===== config.mk =====
export PLATFORM = sky130hd
export DESIGN_NAME = sprite_coord_fetcher
export DESIGN_NICKNAME = d
export VERILOG_FILES = /design/src/rtl/sprite_coord_fetcher.sv
export SDC_FILE = /design/constraint.sdc
export NUM_CORES = 1
export LEC_CHECK = 0
export CORE_MARGIN = 2
export CORE_UTILIZATION = 48
export CTS_CLUSTER_SIZE = 12
export DETAILED_ROUTE_END_ITERATION = 10
export HOLD_SLACK_MARGIN = 0.1
export PLACE_DENSITY_LB_ADDON = 0.15
export SYNTH_ARGS = -nofsm -noshare
export SYNTH_HDL_FRONTEND = slang
export SYNTH_SLANG_ARGS = --single-unit

===== constraint.sdc =====
create_clock -name clk -period 1.88 [get_ports clk]
set_input_delay 0.47 -clock clk [delete_from_list [all_inputs] [get_ports clk]]
set_output_delay 0.47 -clock clk [all_outputs]
set_load 0.02 [all_outputs]

===== src/rtl/sprite_coord_fetcher.sv =====
// Frame-synchronised coordinate fetcher: reads NUM_COORDS words per frame into shadow
// registers, then commits them to coords_flat in one edge. Define COORD_CLAMP_EN to clamp X/Y at capture.
module sprite_coord_fetcher #(
  parameter int WIDTH        = 16,
  parameter int NUM_COORDS   = 6,
  parameter int BASE_ADDR    = 6000,
  parameter int STRIDE       = 4,
  parameter int READ_LATENCY = 1,
  parameter int H_RES        = 640,
  parameter int V_RES        = 480
) (
  input  logic                          clk,
  input  logic                          reset,
  input  logic                          frame_start,
  input  logic [WIDTH-1:0]              mem_data,
  output logic [WIDTH-1:0]              mem_address,
  output logic [NUM_COORDS*WIDTH-1:0]   coords_flat,
  output logic                          busy,
  output logic                          update_done,
  output logic                          overrun
);

  localparam int CW = $clog2(NUM_COORDS + 1);

  if (NUM_COORDS < 1 || NUM_COORDS > 64 || READ_LATENCY < 1) begin : g_bad_cfg
    $error("sprite_coord_fetcher: NUM_COORDS must be 1..64 and READ_LATENCY >= 1");
  end
  if (H_RES < 1 || V_RES < 1) begin : g_bad_res
    $error("sprite_coord_fetcher: H_RES and V_RES must be >= 1");
  end

  typedef enum logic [1:0] {IDLE, ISSUE, DRAIN, COMMIT} state_t;

  state_t            state, state_next;
  logic [CW-1:0]     issue_cnt, cap_cnt;
  logic [READ_LATENCY-1:0] cap_pipe;
  logic [WIDTH-1:0]  shadow [NUM_COORDS];
  logic [WIDTH-1:0]  cap_value;
  logic              cap_fire, issue_last, cap_last;

  // Capture timing follows the issue slots through a delay line, independent of FSM state.
  always_comb begin
    cap_fire   = cap_pipe[READ_LATENCY-1];
    issue_last = (issue_cnt == CW'(NUM_COORDS - 1));
    cap_last   = cap_fire && (cap_cnt == CW'(NUM_COORDS - 1));
  end

  always_comb begin
    cap_value = mem_data;
`ifdef COORD_CLAMP_EN
    if (!cap_cnt[0]) begin
      if (mem_data > WIDTH'(H_RES - 1)) cap_value = WIDTH'(H_RES - 1);
    end else begin
      if (mem_data > WIDTH'(V_RES - 1)) cap_value = WIDTH'(V_RES - 1);
    end
`endif
  end

  always_ff @(posedge clk) begin
    if (reset) state <= IDLE;
    else       state <= state_next;
  end

  always_comb begin
    state_next = state;
    case (state)
      IDLE:    if (frame_start) state_next = ISSUE;
      ISSUE:   if (issue_last)  state_next = DRAIN;
      DRAIN:   if (cap_last)    state_next = COMMIT;
      COMMIT:                   state_next = IDLE;
      default:                  state_next = IDLE;
    endcase
  end

  always_comb begin
    busy = (state != IDLE);
  end

  always_ff @(posedge clk) begin
    if (reset) begin
      mem_address <= WIDTH'(BASE_ADDR);
      issue_cnt   <= '0;
      cap_cnt     <= '0;
      cap_pipe    <= '0;
      coords_flat <= '0;
      update_done <= 1'b0;
      overrun     <= 1'b0;
      for (int unsigned i = 0; i < NUM_COORDS; i++) shadow[i] <= '0;
    end else begin
      update_done <= (state == COMMIT);
      if (frame_start && state != IDLE) overrun <= 1'b1;
      cap_pipe <= READ_LATENCY'({cap_pipe, state == ISSUE});

      case (state)
        IDLE: begin
          mem_address <= WIDTH'(BASE_ADDR);
          if (frame_start) begin
            issue_cnt <= '0;
            cap_cnt   <= '0;
          end
        end
        ISSUE: begin
          issue_cnt <= issue_cnt + CW'(1);
          if (issue_last) mem_address <= WIDTH'(BASE_ADDR);
          else            mem_address <= mem_address + WIDTH'(STRIDE);
        end
        default: ;
      endcase

      if (cap_fire) begin
        for (int unsigned i = 0; i < NUM_COORDS; i++)
          if (cap_cnt == CW'(i)) shadow[i] <= cap_value;
        cap_cnt <= cap_cnt + CW'(1);
      end

      if (state == COMMIT)
        for (int unsigned i = 0; i < NUM_COORDS; i++)
          coords_flat[i*WIDTH +: WIDTH] <= shadow[i];
    end
  end

endmodule

Word-level counts from Yosys, hierarchy flattened
Memories as Yosys holds them, arrays and structs flattened. A register that Yosys moved wholly into a read port is not among the register bits.
Cells that the tools add are included.
Operators by class
  multiplexer cells: 42
  bitwise gates (word level): 6
  reduce and logical (&&, ||, !) cells: 11
  equality and inequality tests: 12
  add/sub/neg operators: 3
Operators by type and width (count)
  $mux 16: 7
  $pmux 16 s2: 1
  $mux 1: 26
  $add 16x3->16 const B: 1
  $eq 3x3->1 const B: 3
  $mux 3: 3
  $pmux 2 s4: 1
  $reduce_bool 2->1: 4
  $add 3x1->3 const B: 2
  $eq 3x2->1 const B: 2
  $mux 2: 3
  $ne 2x2->1 const B: 3
  $or 1x1->1: 6
  $pmux 3 s2: 1
  $eq 2x2->1 const B: 2
  $reduce_and 2->1: 2
  $eq 3x1->1 const B: 1
  $logic_not 3->1: 1
  $reduce_and 3->1: 1
  $eq 2x1->1 const B: 1
  $logic_and 1x1->1: 2
  $logic_not 2->1: 1
Word-level totals
  register bits: 27
  RAM bits: 96
  memories: 1
  word-level logic and storage cells: 82
  input bits: 19
Memories
  shadow: words 6, width 16, rd ports 6, clocked after memory_dff 6, wr ports 6, line 37  | logic [WIDTH-1:0] shadow [NUM_COORDS];

Depth between registers and ports, before layout
Gate-level depths: netlist of run 1.
  depth in word-level cells: 6
  depth in mapped cells: 7
  mapped depth without buffers: 6

Worst setup path before layout of run 1
OpenSTA, ideal clock, no wires.
  path type: input -> register
  start: in reset
  end: mem shadow[0][0], enable pin
  path slack: 0.054 ns
  setup time: 0.375 ns
  required time: 1.505 ns
  stages on the path: 3
  arrival time: 1.451 ns
  cells stage by stage: clkbuf_1 clkbuf_1 nand2b_1
RTL lines
  start: declaration: line 13  | input logic reset,
  end: declaration: line 37

Worst setup path after layout of run 1
  start: reg mem_address[5]
  end: out mem_address[5]
RTL lines
  start: declaration: line 16  | output logic [WIDTH-1:0] mem_address,
  start signal: assignment: line 81  | mem_address <= WIDTH'(BASE_ADDR);
  start signal: assignment: line 96  | mem_address <= WIDTH'(BASE_ADDR);
  start signal: assignment: line 104  | if (issue_last) mem_address <= WIDTH'(BASE_ADDR);
No word-level cell between the ends.

==> results of run 1 <==
[worst register-to-register path, cell delays in order, from the launching register on]
cell,delay [ns]
sky130_fd_sc_hd__dfxtp_2,0.32
sky130_fd_sc_hd__inv_1,0.07
sky130_fd_sc_hd__ha_1,0.19
sky130_fd_sc_hd__buf_4,0.15
sky130_fd_sc_hd__nor2_1,0.06
sky130_fd_sc_hd__or4_1,0.58
sky130_fd_sc_hd__o22ai_1,0.19
sky130_fd_sc_hd__nor3_1,0.08
[routing by layer]
layer  share of wire, %  wire (um)  up-vias  global-route usage, %
li1                   -          -     2615                      -
met1                 45       8460     2621                   29.5
met2                 48       9050      153                   34.7
met3                5.7       1080       26                   3.42
met4                1.8        348        0                   5.32
met5                  0          0        -                      0
[cells by family after synthesis]
family                     share of synthesized area (%)
and+or+nand+nor                                     16.6
DFF                                                 64.7
muxes                                               11.8
buffers and inverters                               2.07
AOI/OAI and AO/OA                                   2.53
adders and majority gates                           1.83
xor gates and xnor gates                           0.427
other                                             0.0457
[timing repair]
| action | 4_1_cts | 5_1_grt |
|---|---|---|
| endpoints found under the setup margin | 113 | 54 |
| resized for setup | 116 | 7 |
| hold endpoints to repair | 0 | 0 |
[area by class of cell]
type / instances / area [um2]
fillers: 1332 / 6130
flip-flops and latches: 217 / 5310
clock buffers: 37 / 668
clock inverters: 5 / 26.3
inverters: 7 / 26.3
repair buffers: 162 / 1450
multi-input cells: 417 / 2760
well taps: 220 / 275
[state kept, by name (all words and copies together), names as in the netlist]
register	cells
issue_cnt	3
state	2
overrun	1
mem_address	14
cap_cnt	3
update_done	1
shadow	96
cap_fire	1
coords_flat	96
[Yosys cell counts (all sizes together), types with 2 or more instances]
cell      n  area share [%]
a21oi    11            0.67
a31oi     2            0.15
and2     96             7.3
buf       9            0.56
clkbuf   26             1.2
dfxtp   121              30
edfxtp   96              35
ha       12             1.8
inv       7            0.32
mux2i    97              12
nand2    17            0.78
nand2b    7            0.53
nand3     7            0.43
nand3b    3            0.27
nand4     3            0.30
nor2    113             5.2
nor2b     5            0.38
nor3      6            0.37
nor3b     2            0.18
o21a      2            0.18
o21ai    10            0.61
or3       3            0.32
or4       2            0.18
xnor2     2            0.21
xor2      2            0.21
[worst min-delay path by stage]
stage          slack, ns                           end
2_1_floorplan       0.46   coords_flat[0]$_SDFFE_PP0P_
3_3_place_gp        0.46          overrun$_SDFFE_PP0P_
3_5_place_dp        0.47  coords_flat[88]$_SDFFE_PP0P_
4_1_cts             0.30   coords_flat[0]$_SDFFE_PP0P_
5_1_grt             0.33   coords_flat[0]$_SDFFE_PP0P_
6_report            0.33   coords_flat[0]$_SDFFE_PP0P_
[through the flow]
step	util, %	total power, mW	setup WS (ns)
finish	63.1	11.2	0.0954
global route	63.1	11.7	0.00312
CTS	63.0	11.3	0.0390
detailed placement	59.7	7.20	0.0609
global placement	59.7	7.13	0.150
floorplan	-	6.43	0.0540
[power breakdown]
part	leakage [nW]	internal, mW	switching, mW
logic	2.00	0.700	0.978
clock network	0.339	2.43	1.75
registers	1.97	5.21	0.148
total	4.31	8.33	2.88
==> flow_metrics.tcl, run 1 <==
set metrics [dict create \
    cp_num_cells 1 \
    finClkSkew_ns 0.0164 \
    cts_tree "yes" \
    crit-reg2reg-launch "state[0]$_SDFFE_PP0P_" \
    via_per_inst 5.08 \
    numPortBuffers 131 \
    async_reset_ff_share_pct 0 \
    vdd.ir_drop.worst_uv 929 \
    clock_sink_count 217 \
    synth.avg_cell_area_um2 12.2 \
    signal_arrival_time_at_the_worst_endpoint_ns 1.31 \
    dominant_delay_contributor_by_cell_family_on_the_critical_path "flip-flops" \
    grt_max_degree 49 \
    fp.dieArea_um2 18200 \
    min_path_type "input pin to flop" \
    track_usage_pct 21.1 \
    final_common_cell "sky130_fd_sc_hd__dfxtp_1" \
    length_of_the_first_detailed_routing_pass_in_iterations 4 \
    path_class "flop to output port" \
    start_kind "flop" \
    final_max_slew_viol_count 0 \
    globalRouteOverflowTotal 0 \
    cts.repair_timing.setup_buffer_count 0 \
    tightest_slew_ns 0.530 \
    rsz_0062_raised_after_global_routing "false" \
    fin_crit_sh_pct 94.9 \
    holdPathStages 2 \
    placedInstanceArea_um2 9940 \
    drt-total-wl_um 18900 \
    layout_min_cycle_time_ns 1.78 \
    rows 47 \
    worstSkewPairLatency_ns 0.51 \
    detailroute.via_count 5415 \
    core-area_um2 16600 \
    cellLeakagePower_nw 4.31 \
    timing.critical_path.required_ns 1.41 \
    antenna_cells_inserted 0 \
    timing.fmax_ghz 0.560 \
    synth_area_um2 8200 \
    worstSetupEndpointType "output port" \
    finalHoldViolations 0 \
    post-place-cells 1023 \
    layout.cell_area.non_filler_um2 10500 \
    path_buf_inv 1 \
    crit_start "mem_address[5]$_SDFFE_PP1P_" \
    layout_area_overhead_pct 28.1 \
    rr_endpoint "mem_address[11]$_SDFFE_PP0P_" \
    synth-edff-count 96 \
    stdcell_count 1065 \
    vias_in_the_first_global_route 5402 \
    final_net_count 859 \
    cts_max_path_buffers 3 \
    synth-warning-count 0 \
    reg2reg_depth 7 \
    whs_ns 0.333 \
    start_util_pct 49.3 \
    worst_setup_path_endpoint "mem_address[5]" \
    cts-buffers-inserted 23 \
    count_of_cell_types_in_the_netlist 43 \
    number_of_antenna_violations_at_the_first_check_in_global_routing 1 \
    syn-instance-count 675 \
    wire_length_of_the_first_global_routing_pass_um 29700 \
    cts_root_buffer "sky130_fd_sc_hd__clkbuf_16" \
    gp_congestion 0.786 \
    critPathSlowestCell "sky130_fd_sc_hd__dfxtp_1" \
    worstPathCellList "dlygate4sd2_1" \
    final_layout_size_suffix_gt1_share_pct 9.23 \
    crit_path_max_cell_delay_ns 0.45 \
    post_cts_hold_buffer_count 0 \
    finalSetupViolations 0 \
    setup_tns_ns 0 \
    chipHeight_um 135 \
    timing.slew.headroom_pct 64.6 \
    drt_iter0_markers 364 \
    synth-seq-cells 217 \
    path_max_fanout 8 \
    antenna_violating_nets_post_route 0 \
    htree_num_levels 1 \
    clk_pin_slew_worst_paths_ns 0.06 \
    cap_violations 0 \
    status "finished, final reports clean" \
    power.density_nw_per_um2 1070 \
    yosysSeqAreaShare_pct 64.7 \
    setup.reg_to_reg.worst_slack_ns 0.11 \
    drc_errors 0 \
    dpl.hpwl_um 12400 \
    min-delay-start "reset" \
    num_io_pins 134 \
    ys.flop_type "sky130_fd_sc_hd__dfxtp_1" \
    post_drt_wl_per_cell_um 17.8 \
    die_width_um 135 \
    layout_common_cells "sky130_fd_sc_hd__dfxtp_1 (120), sky130_fd_sc_hd__dlygate4sd2_1 (112), sky130_fd_sc_hd__nor2_1 (110)" \
]
Note: power is estimated with default switching activity, not from simulation.
==> run 2: changes to the inputs <==
--- a/config.mk
+++ b/config.mk
@@ -6,7 +6,7 @@
 export NUM_CORES = 1
 export LEC_CHECK = 0
 export CORE_MARGIN = 2
-export CORE_UTILIZATION = 48
+export CORE_UTILIZATION = 40
 export CTS_CLUSTER_SIZE = 12
 export DETAILED_ROUTE_END_ITERATION = 10
 export HOLD_SLACK_MARGIN = 0.1
==> run 2 against run 1 <==
  * Via count is 1.2% lower
  * Power up 3.5%
  * Utilization fell by 10 points
  * Sequential cell count did not move
  * Final cell count up 5.2%
  * Setup slack got worse by 0.025 ns
  * Clock-buffer cell count grew 2
  * Die area is 19% higher
  * Largest cell class unchanged
  * Largest power group unchanged
==> flow_metrics.tcl, run 2 (synthesis results as in run 1) <==
set metrics [dict create \
    status "finished, final reports clean" \
    fp.dieArea_um2 21700 \
    worstPathCellList "inv_1 > ha_1 > inv_1 > buf_4" \
    cts_max_path_buffers 3 \
    crit-reg2reg-launch "state[1]$_SDFFE_PP0P_" \
    chipHeight_um 147 \
    critPathSlowestCell "sky130_fd_sc_hd__dfxtp_2" \
    detailroute.via_count 5352 \
    clock_sink_count 217 \
    drt-total-wl_um 19200 \
    final_net_count 863 \
    tightest_slew_ns 0.847 \
    cts_root_buffer "sky130_fd_sc_hd__clkbuf_16" \
    final_max_slew_viol_count 0 \
    grt_max_degree 47 \
    path_max_fanout 3 \
    wire_length_of_the_first_global_routing_pass_um 29900 \
    cts_tree "yes" \
    timing.critical_path.required_ns 1.41 \
    post-place-cells 1075 \
    number_of_antenna_violations_at_the_first_check_in_global_routing 2 \
    final_common_cell "sky130_fd_sc_hd__dfxtp_1" \
    rsz_0062_raised_after_global_routing "false" \
    core-area_um2 20200 \
    holdPathStages 2 \
    biggestRegsByFlops "coords_flat: 96 flops, shadow: 96 flops, mem_address: 14 flops" \
    num_io_pins 134 \
    post_cts_hold_buffer_count 0 \
    drt_iter0_markers 217 \
    clk_pin_slew_worst_paths_ns 0.06 \
    fin_util_pct 52.8 \
    power.density_nw_per_um2 1090 \
    start_kind "flop" \
    drc_errors 0 \
    cap_violations 0 \
    timing.fmax_ghz 0.553 \
    rr_endpoint "state[1]$_SDFFE_PP0P_" \
    min-delay-start "reset" \
    reg2reg_depth 7 \
    worstSkewPairLatency_ns 0.50 \
    length_of_the_first_detailed_routing_pass_in_iterations 4 \
    numPortBuffers 131 \
    via_per_inst 4.78 \
    finalSetupViolations 0 \
    post_drt_wl_per_cell_um 17.2 \
    layout_common_cells "sky130_fd_sc_hd__dfxtp_1 (120), sky130_fd_sc_hd__dlygate4sd2_1 (112), sky130_fd_sc_hd__nor2_1 (111)" \
    vdd.ir_drop.worst_uv 734 \
    signal_arrival_time_at_the_worst_endpoint_ns 1.34 \
    dpl.hpwl_um 12700 \
    antenna_cells_inserted 0 \
    setup_tns_ns 0 \
    setup.reg_to_reg.worst_slack_ns 0.13 \
    die_width_um 147 \
    cts-buffers-inserted 24 \
    worstSetupEndpointType "output port" \
    globalRouteOverflowTotal 0 \
    htree_num_levels 1 \
    final_layout_size_suffix_gt1_share_pct 9.53 \
    timing.slew.headroom_pct 43.3 \
    gp_congestion 0.801 \
    dominant_delay_contributor_by_cell_family_on_the_critical_path "flip-flops" \
    whs_ns 0.344 \
    finClkSkew_ns 0.00673 \
    antenna_violating_nets_post_route 0 \
    vias_in_the_first_global_route 5461 \
    stdcell_count 1120 \
    layout_min_cycle_time_ns 1.81 \
    path_buf_inv 3 \
    cpMostUsedCell "sky130_fd_sc_hd__inv_1" \
    fin_total_pwr_mw 11.6 \
    cellLeakagePower_nw 4.36 \
    finalHoldViolations 0 \
    min_delay_worst_endpoint "mem_address[2]$_SDFFE_PP0P_" \
    track_usage_pct 17.7 \
    cp_num_cells 4 \
    fin_crit_sh_pct 96.2 \
    min_path_type "input pin to flop" \
    path_class "flop to output port" \
    crit_path_max_cell_delay_ns 0.34 \
    start_util_pct 40.7 \
    rows 52 \
    layout_area_overhead_pct 29.8 \
]
run 2: cell type report:
| cell class | count | area (um2) |
|---|---|---|
| fill | 1815 | 9520 |
| multi-input combinational | 417 | 2750 |
| inverter | 7 | 26.3 |
| sequential | 217 | 5310 |
| tap | 270 | 338 |
| timing repair buffer | 165 | 1450 |
| clock inverter | 5 | 51.3 |
| clock buffer | 39 | 728 |
run 2: where the power goes:
part | internal [mW] | leakage (nW) | switching [mW] | total, mW
combinational | 0.702 | 2.01 | 0.990 | 1.69
clock | 2.77 | 0.380 | 1.79 | 4.56
sequential | 5.21 | 1.97 | 0.138 | 5.35
total | 8.68 | 4.36 | 2.92 | 11.6
run 2: worst max-delay path by stage:
stage | startpoint | to | slack, ns
6_report | state[0]$_SDFFE_PP0P_ | busy | 0.07
5_1_grt | cap_fire$_SDFF_PP0_ | shadow[1][10]$_SDFFCE_PN0P_ | 0.002
4_1_cts | state[0]$_SDFFE_PP0P_ | busy | 0.01
3_5_place_dp | frame_start | state[1]$_SDFFE_PP0P_ | 0.03
3_3_place_gp | state[0]$_SDFFE_PP0P_ | busy | 0.09
2_1_floorplan | reset | shadow[0][0]$_SDFFCE_PN0P_ | 0.05
run 2: stage by stage:
stage / cell area [um2] / setup slack (ns)
3_3_place_gp: 10000 / 0.0915
4_1_cts: 10600 / 0.0127
5_1_grt: 10600 / 0.00166
6_report: 10600 / 0.0706
3_5_place_dp: 10000 / 0.0301
2_1_floorplan: 8210 / 0.0540
run 2: routing by layer:
| layer | vias up | wire length, um | GRT usage (%) | share of wire, % |
|---|---|---|---|---|
| li1 | 2619 | - | - | - |
| met1 | 2548 | 8080 | 22.2 | 42 |
| met2 | 143 | 9360 | 30.4 | 49 |
| met3 | 42 | 1190 | 4.16 | 6.2 |
| met4 | 0 | 593 | 5.82 | 3.1 |
| met5 | - | 0 | 0 | 0 |
run 2: timing repair:
| action | in CTS | in global routing |
|---|---|---|
| setup buffers | 0 | 1 |
| endpoints found under the setup margin | 113 | 33 |
| resized for setup | 117 | 3 |
| endpoints found under the hold margin | 0 | 0 |
